--- src/rtl/autobaud_detector.sv ---
// rtl/autobaud_detector.sv - measures serial bit period by timing a 0x55 sync character
// Optional AUTOBAUD_TOLERANCE_CHECK_EN: reject edge intervals deviating > 1/4 from the first.

module autobaud_detector #(
    parameter int CLOCK_RATE = 50000000,
    parameter int MIN_BAUD   = 1200,
    parameter int CNT_WIDTH  = $clog2(8 * (CLOCK_RATE / MIN_BAUD) + 1)
) (
    input  logic                 i_clock,
    input  logic                 i_reset_n,
    input  logic                 i_rx,
    input  logic                 i_start,
    output logic                 o_busy,
    output logic                 o_valid,
    output logic                 o_error,
    output logic [CNT_WIDTH-1:0] o_bit_period,
    output logic [CNT_WIDTH-1:0] o_half_period
);

    localparam int MAX_PERIOD = CLOCK_RATE / MIN_BAUD;
    localparam logic [CNT_WIDTH-1:0] MAX_CNT = CNT_WIDTH'(MAX_PERIOD);

    typedef enum logic [2:0] {
        S_IDLE,
        S_WAIT_IDLE,
        S_WAIT_START,
        S_MEASURE,
        S_DONE,
        S_ERROR
    } state_t;

    state_t               state_q, state_d;
    logic                 rx_meta_q, rx_sync_q, rx_prev_q;
    logic [3:0]           idle_cnt_q, idle_cnt_d;
    logic [3:0]           edge_cnt_q, edge_cnt_d;
    logic [CNT_WIDTH-1:0] total_q, total_d;
    logic [CNT_WIDTH-1:0] interval_q, interval_d;
    logic [CNT_WIDTH-1:0] bit_period_q, bit_period_d;
    logic [CNT_WIDTH-1:0] half_period_q, half_period_d;
    logic [CNT_WIDTH-1:0] total_inc, interval_inc;
    logic                 rx_edge, rx_fall, tol_fail;

    assign rx_edge      = rx_sync_q ^ rx_prev_q;
    assign rx_fall      = rx_edge & ~rx_sync_q;
    assign total_inc    = total_q + 1'b1;
    assign interval_inc = interval_q + 1'b1;

`ifdef AUTOBAUD_TOLERANCE_CHECK_EN
    logic [CNT_WIDTH-1:0] ref_q, ref_d;
    logic [CNT_WIDTH-1:0] diff;

    always_comb begin
        diff     = (interval_inc > ref_q) ? (interval_inc - ref_q) : (ref_q - interval_inc);
        tol_fail = (edge_cnt_q != 4'd0) && (diff > (ref_q >> 2));
    end

    always_comb begin
        ref_d = ref_q;
        if (state_q == S_MEASURE && rx_edge && edge_cnt_q == 4'd0) begin
            ref_d = interval_inc;
        end
    end

    always_ff @(posedge i_clock or negedge i_reset_n) begin
        if (!i_reset_n) begin
            ref_q <= '0;
        end else begin
            ref_q <= ref_d;
        end
    end
`else
    assign tol_fail = 1'b0;
`endif

    always_comb begin
        state_d       = state_q;
        idle_cnt_d    = idle_cnt_q;
        edge_cnt_d    = edge_cnt_q;
        total_d       = total_q;
        interval_d    = interval_q;
        bit_period_d  = bit_period_q;
        half_period_d = half_period_q;
        case (state_q)
            S_IDLE: begin
                if (i_start) begin
                    state_d    = S_WAIT_IDLE;
                    idle_cnt_d = '0;
                end
            end
            S_WAIT_IDLE: begin
                if (!rx_sync_q) begin
                    idle_cnt_d = '0;
                end else if (idle_cnt_q == 4'd15) begin
                    state_d = S_WAIT_START;
                end else begin
                    idle_cnt_d = idle_cnt_q + 4'd1;
                end
            end
            S_WAIT_START: begin
                if (rx_fall) begin
                    state_d    = S_MEASURE;
                    total_d    = '0;
                    interval_d = '0;
                    edge_cnt_d = '0;
                end
            end
            S_MEASURE: begin
                total_d    = total_inc;
                interval_d = interval_inc;
                // An edge landing exactly on MAX_PERIOD is a valid slowest-baud bit.
                if (rx_edge) begin
                    edge_cnt_d = edge_cnt_q + 4'd1;
                    interval_d = '0;
                    if (tol_fail) begin
                        state_d = S_ERROR;
                    end else if (edge_cnt_q == 4'd7) begin
                        state_d       = S_DONE;
                        bit_period_d  = total_inc >> 3;
                        half_period_d = total_inc >> 4;
                    end
                end else if (interval_inc >= MAX_CNT) begin
                    state_d = S_ERROR;
                end
            end
            S_DONE:  state_d = S_IDLE;
            S_ERROR: state_d = S_IDLE;
            default: state_d = S_IDLE;
        endcase
    end

    always_ff @(posedge i_clock or negedge i_reset_n) begin
        if (!i_reset_n) begin
            state_q       <= S_IDLE;
            rx_meta_q     <= 1'b1;
            rx_sync_q     <= 1'b1;
            rx_prev_q     <= 1'b1;
            idle_cnt_q    <= '0;
            edge_cnt_q    <= '0;
            total_q       <= '0;
            interval_q    <= '0;
            bit_period_q  <= '0;
            half_period_q <= '0;
        end else begin
            state_q       <= state_d;
            rx_meta_q     <= i_rx;
            rx_sync_q     <= rx_meta_q;
            rx_prev_q     <= rx_sync_q;
            idle_cnt_q    <= idle_cnt_d;
            edge_cnt_q    <= edge_cnt_d;
            total_q       <= total_d;
            interval_q    <= interval_d;
            bit_period_q  <= bit_period_d;
            half_period_q <= half_period_d;
        end
    end

    assign o_busy        = (state_q == S_WAIT_IDLE) || (state_q == S_WAIT_START) ||
                           (state_q == S_MEASURE);
    assign o_valid       = (state_q == S_DONE);
    assign o_error       = (state_q == S_ERROR);
    assign o_bit_period  = bit_period_q;
    assign o_half_period = half_period_q;

endmodule

--- config.mk ---
export PLATFORM = sky130hd
export DESIGN_NAME = autobaud_detector
export DESIGN_NICKNAME = d
export VERILOG_FILES = /design/src/rtl/autobaud_detector.sv
export SDC_FILE = /design/constraint.sdc
export NUM_CORES = 1
export LEC_CHECK = 0
export CAP_MARGIN = 30
export CORE_MARGIN = 2
export CORE_UTILIZATION = 35
export CTS_BUF_LIST = sky130_fd_sc_hd__clkbuf_8
export DETAILED_ROUTE_END_ITERATION = 16
export MAX_ROUTING_LAYER = met4
export PLACE_DENSITY_LB_ADDON = 0.25
export SYNTH_ARGS = -nofsm -noshare
export SYNTH_HDL_FRONTEND = slang
export SYNTH_SLANG_ARGS = --single-unit
--- constraint.sdc ---
create_clock -name i_clock -period 2.99 [get_ports i_clock]
set_input_delay 0.4485 -clock i_clock [delete_from_list [all_inputs] [get_ports i_clock]]
set_output_delay 0.4485 -clock i_clock [all_outputs]
set_load 0.01 [all_outputs]
## After elaboration in Yosys (flattened, before gate mapping)

Index checks and enable logic that the tools add are counted.
W data, S select, Z words.

| storage, ports and cells | value |
|---|---|
| bits in registers | 83 |
| latch bits | 0 |
| RAM bits | 0 |
| ROM bits | 0 |
| input port bits | 4 |
| output and inout bits | 41 |
| logic and storage cells | 62 |
| memories | 0 |

| operators by class | value |
|---|---|
| $add $sub $neg | 4 |
| multipliers | 0 |
| div/mod/pow operators | 0 |
| magnitude comparators | 1 |
| eq/ne operators | 15 |
| shifts and indexed selects | 0 |
| mux-type cells | 19 |
| bitwise logic cells | 3 |
| reduce and logical (&&, ||, !) cells | 10 |

Operators by type and width:

| cell | number |
|---|---|
| $pmux W19 S2 | 2 |
| $add A19 B1 Y19 const B | 2 |
| $mux W19 | 2 |
| $mux W3 | 7 |
| $mux W4 | 5 |
| $ge A19 B16 Y1 const B | 1 |
| $pmux W4 S2 | 2 |
| $pmux W3 S4 | 1 |
| $ne A2 B2 Y1 const B | 5 |
| $ne A3 B3 Y1 const B | 3 |
| $reduce_and A3 Y1 | 3 |
| $add A4 B1 Y4 const B | 2 |
| $eq A3 B2 Y1 const B | 2 |
| $eq A3 B3 Y1 const B | 2 |
| $reduce_and A6 Y1 | 1 |
| $eq A4 B3 Y1 const B | 1 |
| $eq A4 B4 Y1 const B | 1 |
| $reduce_bool A2 Y1 | 2 |
| $eq A3 B1 Y1 const B | 1 |
| $logic_not A3 Y1 | 1 |
| $logic_or A1 B1 Y1 | 2 |
| $reduce_and A2 Y1 | 1 |
| $and A1 B1 Y1 | 1 |
| $not A1 Y1 | 1 |
| $xor A1 B1 Y1 | 1 |

## Depth between registers and ports, before layout

Gate-level depths: netlist of run 1.

| logic depth | value |
|---|---|
| depth after elaboration | 5 |
| gate-level depth with buffers | 10 |
| mapped depth without buffers | 8 |

## Worst setup path before layout of run 1

Ideal clock, no wire load.

| timing path | value |
|---|---|
| path type | register to register |
| from | reg interval_q[0] |
| to | reg state_q[0] |
| library setup time | 128 ps |
| arrival time | 2470 ps |
| data required time | 2862 ps |
| slack | 392 ps |
| cell stages (with the launch flop) | 9 |
| path buffers | 0 |
| clock period less this slack | 2598 ps |
| path through | dfrtp_1 ha_1 nand2_1 nor4_1 xnor2_1 o31ai_1 or4_1 a31oi_2 mux2_1 |

| on the way | value |
|---|---|
| longest elaborated chain between the ends | 4 |

Ends and longest elaborated chain:

| what | line | source |
|---|---|---|
| start, declared | 37 | `logic [CNT_WIDTH-1:0] interval_q, interval_d;` |
| start signal, assigned | 151 | `interval_q <= interval_d;` |
| $add A19 B1 Y19 | 46 | `assign interval_inc = interval_q + 1'b1;` |
| $ge A19 B16 Y1 | 121 | `end else if (interval_inc >= MAX_CNT) begin` |
| $ne A3 B3 Y1 (no source line) | - |  |
| $reduce_and A6 Y1 (no source line) | - |  |
| end signal, assigned | 144 | `state_q <= state_d;` |
| end, declared | 32 | `state_t state_q, state_d;` |

Every way passes these cells.
A chain may end at the register's enable or synchronous reset.

## Worst setup path in the final report of run 1

| timing path | value |
|---|---|
| from | reg interval_q[3] |
| to | reg state_q[0] |

Same word-level chain as after synthesis.

==> results_tabular.tex, run 1 <==
\begin{tabular}{lr}
\hline
Metric & Value \\
\hline
\multicolumn{2}{l}{\textbf{Critical path}} \\
\quad Required time reported for the critical path endpoint & 3.22 ns \\
\quad Timing endpoint of the critical path & state\_q[0] \\
\quad Depth of the critical timing path with buffers and inverters included & 6 \\
\quad Critical path endpoint category & flip-flop \\
\quad Highest fanout seen on the critical path & 10 \\
\quad Launch point of the worst path & interval\_q[3] \\
\quad Worst EP arrival & 2.97 ns \\
\quad Slowest-stage cell, CP & sky130\_fd\_sc\_hd\_\_dfrtp\_1 \\
\quad List of cells traversed by the critical path & nand4\_4 > or3\_1 > a221o\_1 > or4\_1 > a31oi\_2 > mux2\_1 \\
\quad Worst reg-to-reg setup slack & 0.25 ns \\
\quad Category of the most critical setup path & flip-flop to flip-flop \\
\quad CP startpoint kind & flip-flop \\
\quad Depth of the most critical reg-to-reg path & 6 \\
\quad Buffer and inverter count on the worst path & 0 \\
\quad Largest incremental delay on the critical path & 0.53 ns \\
\quad RR Startpoint & interval\_q[3] \\
\quad Gate family responsible for the most delay along the worst path & simple AND/OR/NAND/NOR gates \\
\quad Reg2Reg Capture Point & state\_q[0] \\
\multicolumn{2}{l}{\textbf{Min path}} \\
\quad Path category of the worst min-delay check & primary input to asynchronous set/reset pin \\
\multicolumn{2}{l}{\textbf{Clocking}} \\
\quad TritonCTS clock tree & built \\
\quad Buffer cell driving the clock tree root & sky130\_fd\_sc\_hd\_\_clkbuf\_8 \\
\quad Maximum buffer depth of the clock tree & 2 \\
\quad Deepest level of the CTS H-tree & 3 \\
\quad Latest clock arrival within the worst-skew pair & 0.35 ns \\
\quad Total clock buffers created by CTS & 9 \\
\quad Post-cts hold buffer count & 0 \\
\quad Clock-pin slew reported for the worst setup and hold paths after clock tree synthesis & 0.08 ns \\
\quad Number of clock sinks seen by CTS & 68 \\
\multicolumn{2}{l}{\textbf{STA}} \\
\quad Hold Violations, Final & 0 \\
\quad Maximum clock frequency & 0.3645 GHz \\
\quad Slew headroom & 0.4991 \\
\quad Max-slew violation count & 0 \\
\quad Final worst-path cycle share & 0.9176 \\
\quad \# setup viols final & 0 \\
\quad Post-route setup TNS & 0 ns \\
\quad Least-Margin Pin Slew & 0.7514 ns \\
\quad Worst setup skew after layout & 0.009894 ns \\
\quad Setup repair after global routing missed its margin & false \\
\quad Minimum period implied by the final worst setup slack & 2.744 ns \\
\multicolumn{2}{l}{\textbf{Synth}} \\
\quad Syn Inst Count & 455 \\
\quad Post-synth cell types & 46 \\
\quad Yosys reg bits & 68 \\
\quad Synth top area share & 0.4194 \\
\quad Area leader, netlist & sky130\_fd\_sc\_hd\_\_dfrtp\_1 \\
\quad Async set or reset register ratio after synthesis & 1.000 \\
\quad Top post-synthesis cells by count & 68 x sky130\_fd\_sc\_hd\_\_o21ai\_0, 65 x sky130\_fd\_sc\_hd\_\_dfrtp\_1, 54 x sky130\_fd\_sc\_hd\_\_nor2\_1 \\
\quad Most common cell in the netlist & sky130\_fd\_sc\_hd\_\_o21ai\_0 \\
\quad Post-synth EDFFs & 0 \\
\quad Prevailing post-synth register cell & sky130\_fd\_sc\_hd\_\_dfrtp\_1 \\
\quad Most area-consuming cells after synthesis & sky130\_fd\_sc\_hd\_\_dfrtp\_1 42\%, sky130\_fd\_sc\_hd\_\_o21ai\_0 8.8\%, sky130\_fd\_sc\_hd\_\_nor2\_1 5.2\% \\
\quad Total of warnings raised by yosys & 0 \\
\quad Seq/Total Area, Yosys & 0.4397 \\
\quad Area of the mapped netlist & 3879 um2 \\
\quad Synthesized area per cell & 8.525 um2 \\
\multicolumn{2}{l}{\textbf{Run}} \\
\quad Number of max-capacitance violations reported & 0 \\
\multicolumn{2}{l}{\textbf{Global routing}} \\
\quad Initial antenna violation count & 0 \\
\quad GRT met2 Usage & 0.2476 \\
\quad Met1 Usage GRT & 0.1885 \\
\quad GRT met3 Usage & 0.03288 \\
\quad Global route total overflow & 0 \\
\quad GRT Overall Usage & 0.1530 \\
\quad First-pass GRT wire length & 14.23 mm \\
\quad Via count of the first global-routing pass & 3077 \\
\quad Largest net degree at the start of global routing & 39 \\
\quad Busiest grt layer & met2 \\
\multicolumn{2}{l}{\textbf{Detailed routing}} \\
\quad Number of optimization iterations in the first detailed-route pass & 4 \\
\quad Violation count after the first detailed-route iteration & 110 \\
\quad Vias after detailed routing & 3192 \\
\quad Final antenna-violating net count & 0 \\
\quad Average via count per standard cell & 5.224 \\
\quad Detail-routed net length per standard cell & 13.20 um \\
\quad Post-route DRC violation count & 0 \\
\quad Final wirelength & 8.064 mm \\
\multicolumn{2}{l}{\textbf{Placement}} \\
\quad HPWL after detailed placement & 5.376 mm \\
\quad I/O Buffers & 37 \\
\quad Weighted congestion at the end of routability-driven global placement & 0.8476 \\
\multicolumn{2}{l}{\textbf{Floorplanning}} \\
\quad Initial core utilization & 0.3578 \\
\quad FP Rows & 38 \\
\quad Total die area & 11940 um2 \\
\quad Chip Height & 109.3 um \\
\quad Number of top-level pins & 45 \\
\quad Placeable core region & 10840 um2 \\
\quad Die X & 109.3 um \\
\multicolumn{2}{l}{\textbf{Power and ir drop}} \\
\quad Areal power density over the cells & 679.1 nW/um2 \\
\quad Leakage power figure & 0.001837 uW \\
\quad Worst ir drop on vdd & 0.0002860 V \\
\multicolumn{2}{l}{\textbf{Status}} \\
\quad Result of the run & finished clean \\
\multicolumn{2}{l}{\textbf{Cells and area}} \\
\quad Net count reported at finish & 476 \\
\quad Area added between synthesis and finish & 14.58\% \\
\quad Fraction of layout cells with a size suffix above 1 & 0.07643 \\
\quad Post-layout util & 0.4100 \\
\quad Number of antenna cells inserted & 0 \\
\hline
\end{tabular}
## cell type report
| class | instances | area [um2] |
|---|---|---|
| multi-input cells | 336 | 1912 |
| repair buffers | 45 | 437.9 |
| clock inverters | 7 | 67.56 |
| well taps | 140 | 175.2 |
| flip-flops and latches | 68 | 1705 |
| clock buffers | 9 | 123.9 |
| inverters | 6 | 22.52 |
| fillers | 1108 | 6396 |
## cell usage in the layout (no fill, tap or decap), types with 2 or more instances in the layout
| cell type | instances |
|---|---|
| sky130_fd_sc_hd__o21ai_0 | 68 |
| sky130_fd_sc_hd__dfrtp_1 | 65 |
| sky130_fd_sc_hd__nor2_1 | 54 |
| sky130_fd_sc_hd__nand2_1 | 41 |
| sky130_fd_sc_hd__clkdlybuf4s50_1 | 36 |
| sky130_fd_sc_hd__a21oi_1 | 23 |
| sky130_fd_sc_hd__and3_1 | 15 |
| sky130_fd_sc_hd__nand3_1 | 14 |
| sky130_fd_sc_hd__xnor2_1 | 14 |
| sky130_fd_sc_hd__nand4_1 | 12 |
| sky130_fd_sc_hd__o31ai_1 | 12 |
| sky130_fd_sc_hd__and2_1 | 10 |
| sky130_fd_sc_hd__xor2_1 | 10 |
| sky130_fd_sc_hd__clkbuf_8 | 9 |
| sky130_fd_sc_hd__inv_1 | 7 |
| sky130_fd_sc_hd__a31oi_1 | 7 |
| sky130_fd_sc_hd__conb_1 | 7 |
| sky130_fd_sc_hd__buf_4 | 7 |
| sky130_fd_sc_hd__nor3_1 | 5 |
| sky130_fd_sc_hd__ha_1 | 5 |
| sky130_fd_sc_hd__or3_1 | 4 |
| sky130_fd_sc_hd__nand2b_1 | 3 |
| sky130_fd_sc_hd__nor3_2 | 3 |
| sky130_fd_sc_hd__dfstp_2 | 3 |
| sky130_fd_sc_hd__nor2b_1 | 2 |
| sky130_fd_sc_hd__and4_1 | 2 |
| sky130_fd_sc_hd__nor4_1 | 2 |
| sky130_fd_sc_hd__nor4_2 | 2 |
| sky130_fd_sc_hd__a211oi_1 | 2 |
| sky130_fd_sc_hd__o41ai_1 | 2 |
| sky130_fd_sc_hd__clkinv_2 | 2 |
| sky130_fd_sc_hd__clkinvlp_4 | 2 |
## state kept, by name, summed over array words and instances (netlist names)
| register | flops |
|---|---|
| idle_cnt_q | 4 |
| edge_cnt_q | 4 |
| o_half_period | 15 |
| total_q | 19 |
| state_q | 3 |
| interval_q | 19 |
| rx_meta_q | 1 |
| rx_sync_q | 1 |
| o_bit_period | 1 |
| rx_prev_q | 1 |
## through the flow
| step | setup WS, ns | total power [uW] | area, um2 | hold slack [ns] | std cells |
|---|---|---|---|---|---|
| 2_1_floorplan | 0.3920 | 1903 | 3901 | 0.1529 | 461 |
| 3_3_place_gp | 0.2298 | 2266 | 4239 | 0.3463 | 595 |
| 3_5_place_dp | 0.1706 | 2288 | 4239 | 0.3518 | 595 |
| 4_1_cts | 0.1255 | 3058 | 4431 | 0.1801 | 611 |
| 5_1_grt | 0.05910 | 3251 | 4444 | 0.2137 | 611 |
| 6_report | 0.2465 | 3018 | 4444 | 0.1671 | 611 |
## worst register-to-register path: cells and delay by family (launching register included)
| family | cells | cell delay (ns) |
|---|---|---|
| and+or+nand+nor | 3 | 1.14 |
| DFF | 1 | 0.53 |
| AOI/OAI and AO/OA | 2 | 0.62 |
| muxes | 1 | 0.34 |
## logic make-up after synthesis
kind of cell    after synthesis  synth area share
flops                        68            0.4397
compound gates              123            0.1803
other cells                   1         0.0009668
fa+ha+maj                     6           0.01935
mux                           2          0.005484
simple gates                174            0.2219
xor+xnor                     24           0.05419
buf+inv                      57           0.07806
## report_power, final
part           internal (uW)  switching [uW]
clock                    382             373
combinational            453             618
sequential              1050             138
## per-layer routing
layer  vias up  routed length [um]  share of wire
met3         8                 262          0.032
li1       1597                   -              -
met1      1526                3818           0.47
met2        61                3895           0.48
met4         0                  88          0.011
met5         -                   0              0
## worst min-delay path by stage
stage / start / endpoint / slack (ns) / depth (start not counted)
3_3_place_gp: rx_meta_q / rx_sync_q / 0.35 / 0
4_1_cts: i_reset_n / total_q[1] / 0.18 / 1
2_1_floorplan: i_reset_n / edge_cnt_q[0] / 0.15 / 0
3_5_place_dp: rx_meta_q / rx_sync_q / 0.35 / 0
6_report: i_reset_n / total_q[1] / 0.17 / 1
5_1_grt: i_reset_n / total_q[1] / 0.21 / 1
## what timing repair did
action,CTS,global route
setup buffers,0,0
gates resized for setup,0,3
endpoints found under the setup margin,0,1
Power figures use the tool's default switching activity.
==> inputs of run 2 (changes only) <==
clock period = 2.3 ns   (was 2.99 ns; I/O delays follow)
==> run 2 against run 1 <==
- the run now ends with setup timing left
- non-clock buffer count grew 59
- die area stayed put
- cell area rose by 14%
- worst setup slack lost 0.47 ns
- maximum frequency up 8.9%
- sequential power up 30%
- critical path depth up 1
==> results_tabular.tex, run 2 (synthesis results as in run 1) <==
\begin{tabular}{lr}
\hline
Metric & Value \\
\hline
\multicolumn{2}{l}{\textbf{Critical path}} \\
\quad Largest incremental delay on the critical path & 0.54 ns \\
\quad Category of the most critical setup path & flip-flop to flip-flop \\
\quad Buffer and inverter count on the worst path & 0 \\
\quad Gate family responsible for the most delay along the worst path & simple AND/OR/NAND/NOR gates \\
\quad Critical path endpoint category & flip-flop \\
\quad Required time reported for the critical path endpoint & 2.52 ns \\
\quad Worst EP arrival & 2.74 ns \\
\quad Slowest-stage cell, CP & sky130\_fd\_sc\_hd\_\_or4\_4 \\
\quad Highest fanout seen on the critical path & 4 \\
\quad CP startpoint kind & flip-flop \\
\quad List of cells traversed by the critical path & ha\_4 > nand3\_2 > or3\_1 > a221o\_1 > or4\_4 > a31oi\_4 > mux2\_4 \\
\multicolumn{2}{l}{\textbf{Global routing}} \\
\quad First-pass GRT wire length & 15.32 mm \\
\quad GRT Overall Usage & 0.1630 \\
\quad Global route total overflow & 0 \\
\quad Largest net degree at the start of global routing & 69 \\
\quad Via count of the first global-routing pass & 3295 \\
\quad Initial antenna violation count & 0 \\
\multicolumn{2}{l}{\textbf{Clocking}} \\
\quad Latest clock arrival within the worst-skew pair & 0.34 ns \\
\quad TritonCTS clock tree & built \\
\quad Clock-pin slew reported for the worst setup and hold paths after clock tree synthesis & 0.08 ns \\
\quad Number of clock sinks seen by CTS & 68 \\
\quad Deepest level of the CTS H-tree & 3 \\
\quad Post-cts hold buffer count & 0 \\
\quad Maximum buffer depth of the clock tree & 2 \\
\quad Total clock buffers created by CTS & 9 \\
\quad Buffer cell driving the clock tree root & sky130\_fd\_sc\_hd\_\_clkbuf\_8 \\
\multicolumn{2}{l}{\textbf{Floorplanning}} \\
\quad Number of top-level pins & 45 \\
\quad Placeable core region & 10840 um2 \\
\quad FP Rows & 38 \\
\quad Chip Height & 109.3 um \\
\quad Initial core utilization & 0.3578 \\
\quad Die X & 109.3 um \\
\quad Total die area & 11940 um2 \\
\multicolumn{2}{l}{\textbf{Min path}} \\
\quad Path category of the worst min-delay check & primary input to asynchronous set/reset pin \\
\multicolumn{2}{l}{\textbf{Cells and area}} \\
\quad Fraction of layout cells with a size suffix above 1 & 0.2151 \\
\quad Final cell count without fillers & 670 \\
\quad Number of antenna cells inserted & 0 \\
\quad Top library cells by usage in the layout, fill and taps aside & 67 x sky130\_fd\_sc\_hd\_\_o21ai\_0, 61 x sky130\_fd\_sc\_hd\_\_dfrtp\_1, 58 x sky130\_fd\_sc\_hd\_\_buf\_4 \\
\quad Most common cell after layout, fill and taps aside & sky130\_fd\_sc\_hd\_\_o21ai\_0 \\
\quad Post-layout util & 0.4675 \\
\quad Net count reported at finish & 535 \\
\quad Area added between synthesis and finish & 30.65\% \\
\multicolumn{2}{l}{\textbf{STA}} \\
\quad Least-Margin Pin Slew & 0.5488 ns \\
\quad Final worst-path cycle share & 1.096 \\
\quad Max-slew violation count & 0 \\
\quad Setup repair after global routing missed its margin & true \\
\quad Tightest hold margin & 0.008015 ns \\
\quad \# setup viols final & 3 \\
\quad Minimum period implied by the final worst setup slack & 2.520 ns \\
\quad Worst setup skew after layout & 0.007237 ns \\
\quad Hold Violations, Final & 0 \\
\quad Slew headroom & 0.6341 \\
\quad Final worst setup slack & -0.2200 ns \\
\quad Maximum clock frequency & 0.3968 GHz \\
\multicolumn{2}{l}{\textbf{Status}} \\
\quad Violations in the final reports & setup timing \\
\quad Result of the run & finished, violations left \\
\multicolumn{2}{l}{\textbf{Placement}} \\
\quad Total placed cells including tap cells & 639 \\
\quad HPWL after detailed placement & 5.821 mm \\
\quad Weighted congestion at the end of routability-driven global placement & 0.8833 \\
\quad I/O Buffers & 37 \\
\multicolumn{2}{l}{\textbf{Power and ir drop}} \\
\quad Internal Dissipation & 2557 uW \\
\quad Combinational share of power & 0.410 \\
\quad Leakage power figure & 0.002204 uW \\
\quad Clock power frac & 0.212 \\
\quad Sw Share & 0.3755 \\
\quad Switching component of the power & 1537 uW \\
\quad Areal power density over the cells & 807.9 nW/um2 \\
\quad Worst ir drop on vdd & 0.0005241 V \\
\quad Sequential fraction of design power & 0.378 \\
\multicolumn{2}{l}{\textbf{Detailed routing}} \\
\quad Post-route DRC violation count & 0 \\
\quad Vias after detailed routing & 3411 \\
\quad Number of optimization iterations in the first detailed-route pass & 4 \\
\quad Final wirelength & 8.938 mm \\
\quad Average via count per standard cell & 5.091 \\
\quad Violation count after the first detailed-route iteration & 214 \\
\quad Detail-routed net length per standard cell & 13.34 um \\
\quad Final antenna-violating net count & 0 \\
\multicolumn{2}{l}{\textbf{Run}} \\
\quad Number of max-capacitance violations reported & 0 \\
\hline
\end{tabular}
## run 2: routing by layer
metal	up-vias	share of wire	GRT usage
met5	-	0	-
met4	0	0.0072	0.03888
met3	9	0.038	0.03407
met2	73	0.50	0.2693
met1	1612	0.46	0.2054
li1	1717	-	-
## run 2: area by class of cell
type | count | area (um2)
inverters | 6 | 22.52
flip-flops and latches | 68 | 1710
repair buffers | 104 | 937.1
clock inverters | 6 | 32.53
clock buffers | 10 | 137.6
fillers | 1036 | 5773
multi-input cells | 336 | 2052
well taps | 140 | 175.2
## run 2: final timing paths
kind	start	end	slack (ns)	cells after the start
min in group i_clock	rx_meta_q	rx_sync_q	0.36	0
max in group asynchronous	i_reset_n	rx_sync_q	1.95	2
worst min register to register	rx_meta_q	rx_sync_q	0.36	0
worst max-delay path	interval_q[1]	state_q[0]	-0.22	7
worst max register to register	interval_q[1]	state_q[0]	-0.22	7
worst min-delay path	i_reset_n	o_half_period[0]	0.008	2
## run 2: metrics by stage
step	setup TNS, ns	total power (uW)	worst slack [ns]	area [um2]
finish	-0.3936	4094	-0.2200	5067
global route	-0.7001	4393	-0.3092	5067
CTS	-0.6098	4136	-0.2280	4987
detailed placement	-0.4737	3097	-0.2461	4641
global placement	-0.2145	3046	-0.1404	4641
floorplan	-0.09838	2488	-0.09838	3959
## run 2: power groups by stage
stage               sequential (uW)  clock [uW]  combinational, uW
global route                   1570         959               1860
finish                         1550         870               1680
global placement               1560           0               1490
detailed placement             1570           0               1520
CTS                            1550         907               1680
floorplan                      1560           0                932
## run 2: repair_timing
item                       CTS  global route
gates resized for setup     13            16
buffers inserted            13             4
pin swaps                   10            14
setup endpoints to repair    3             3
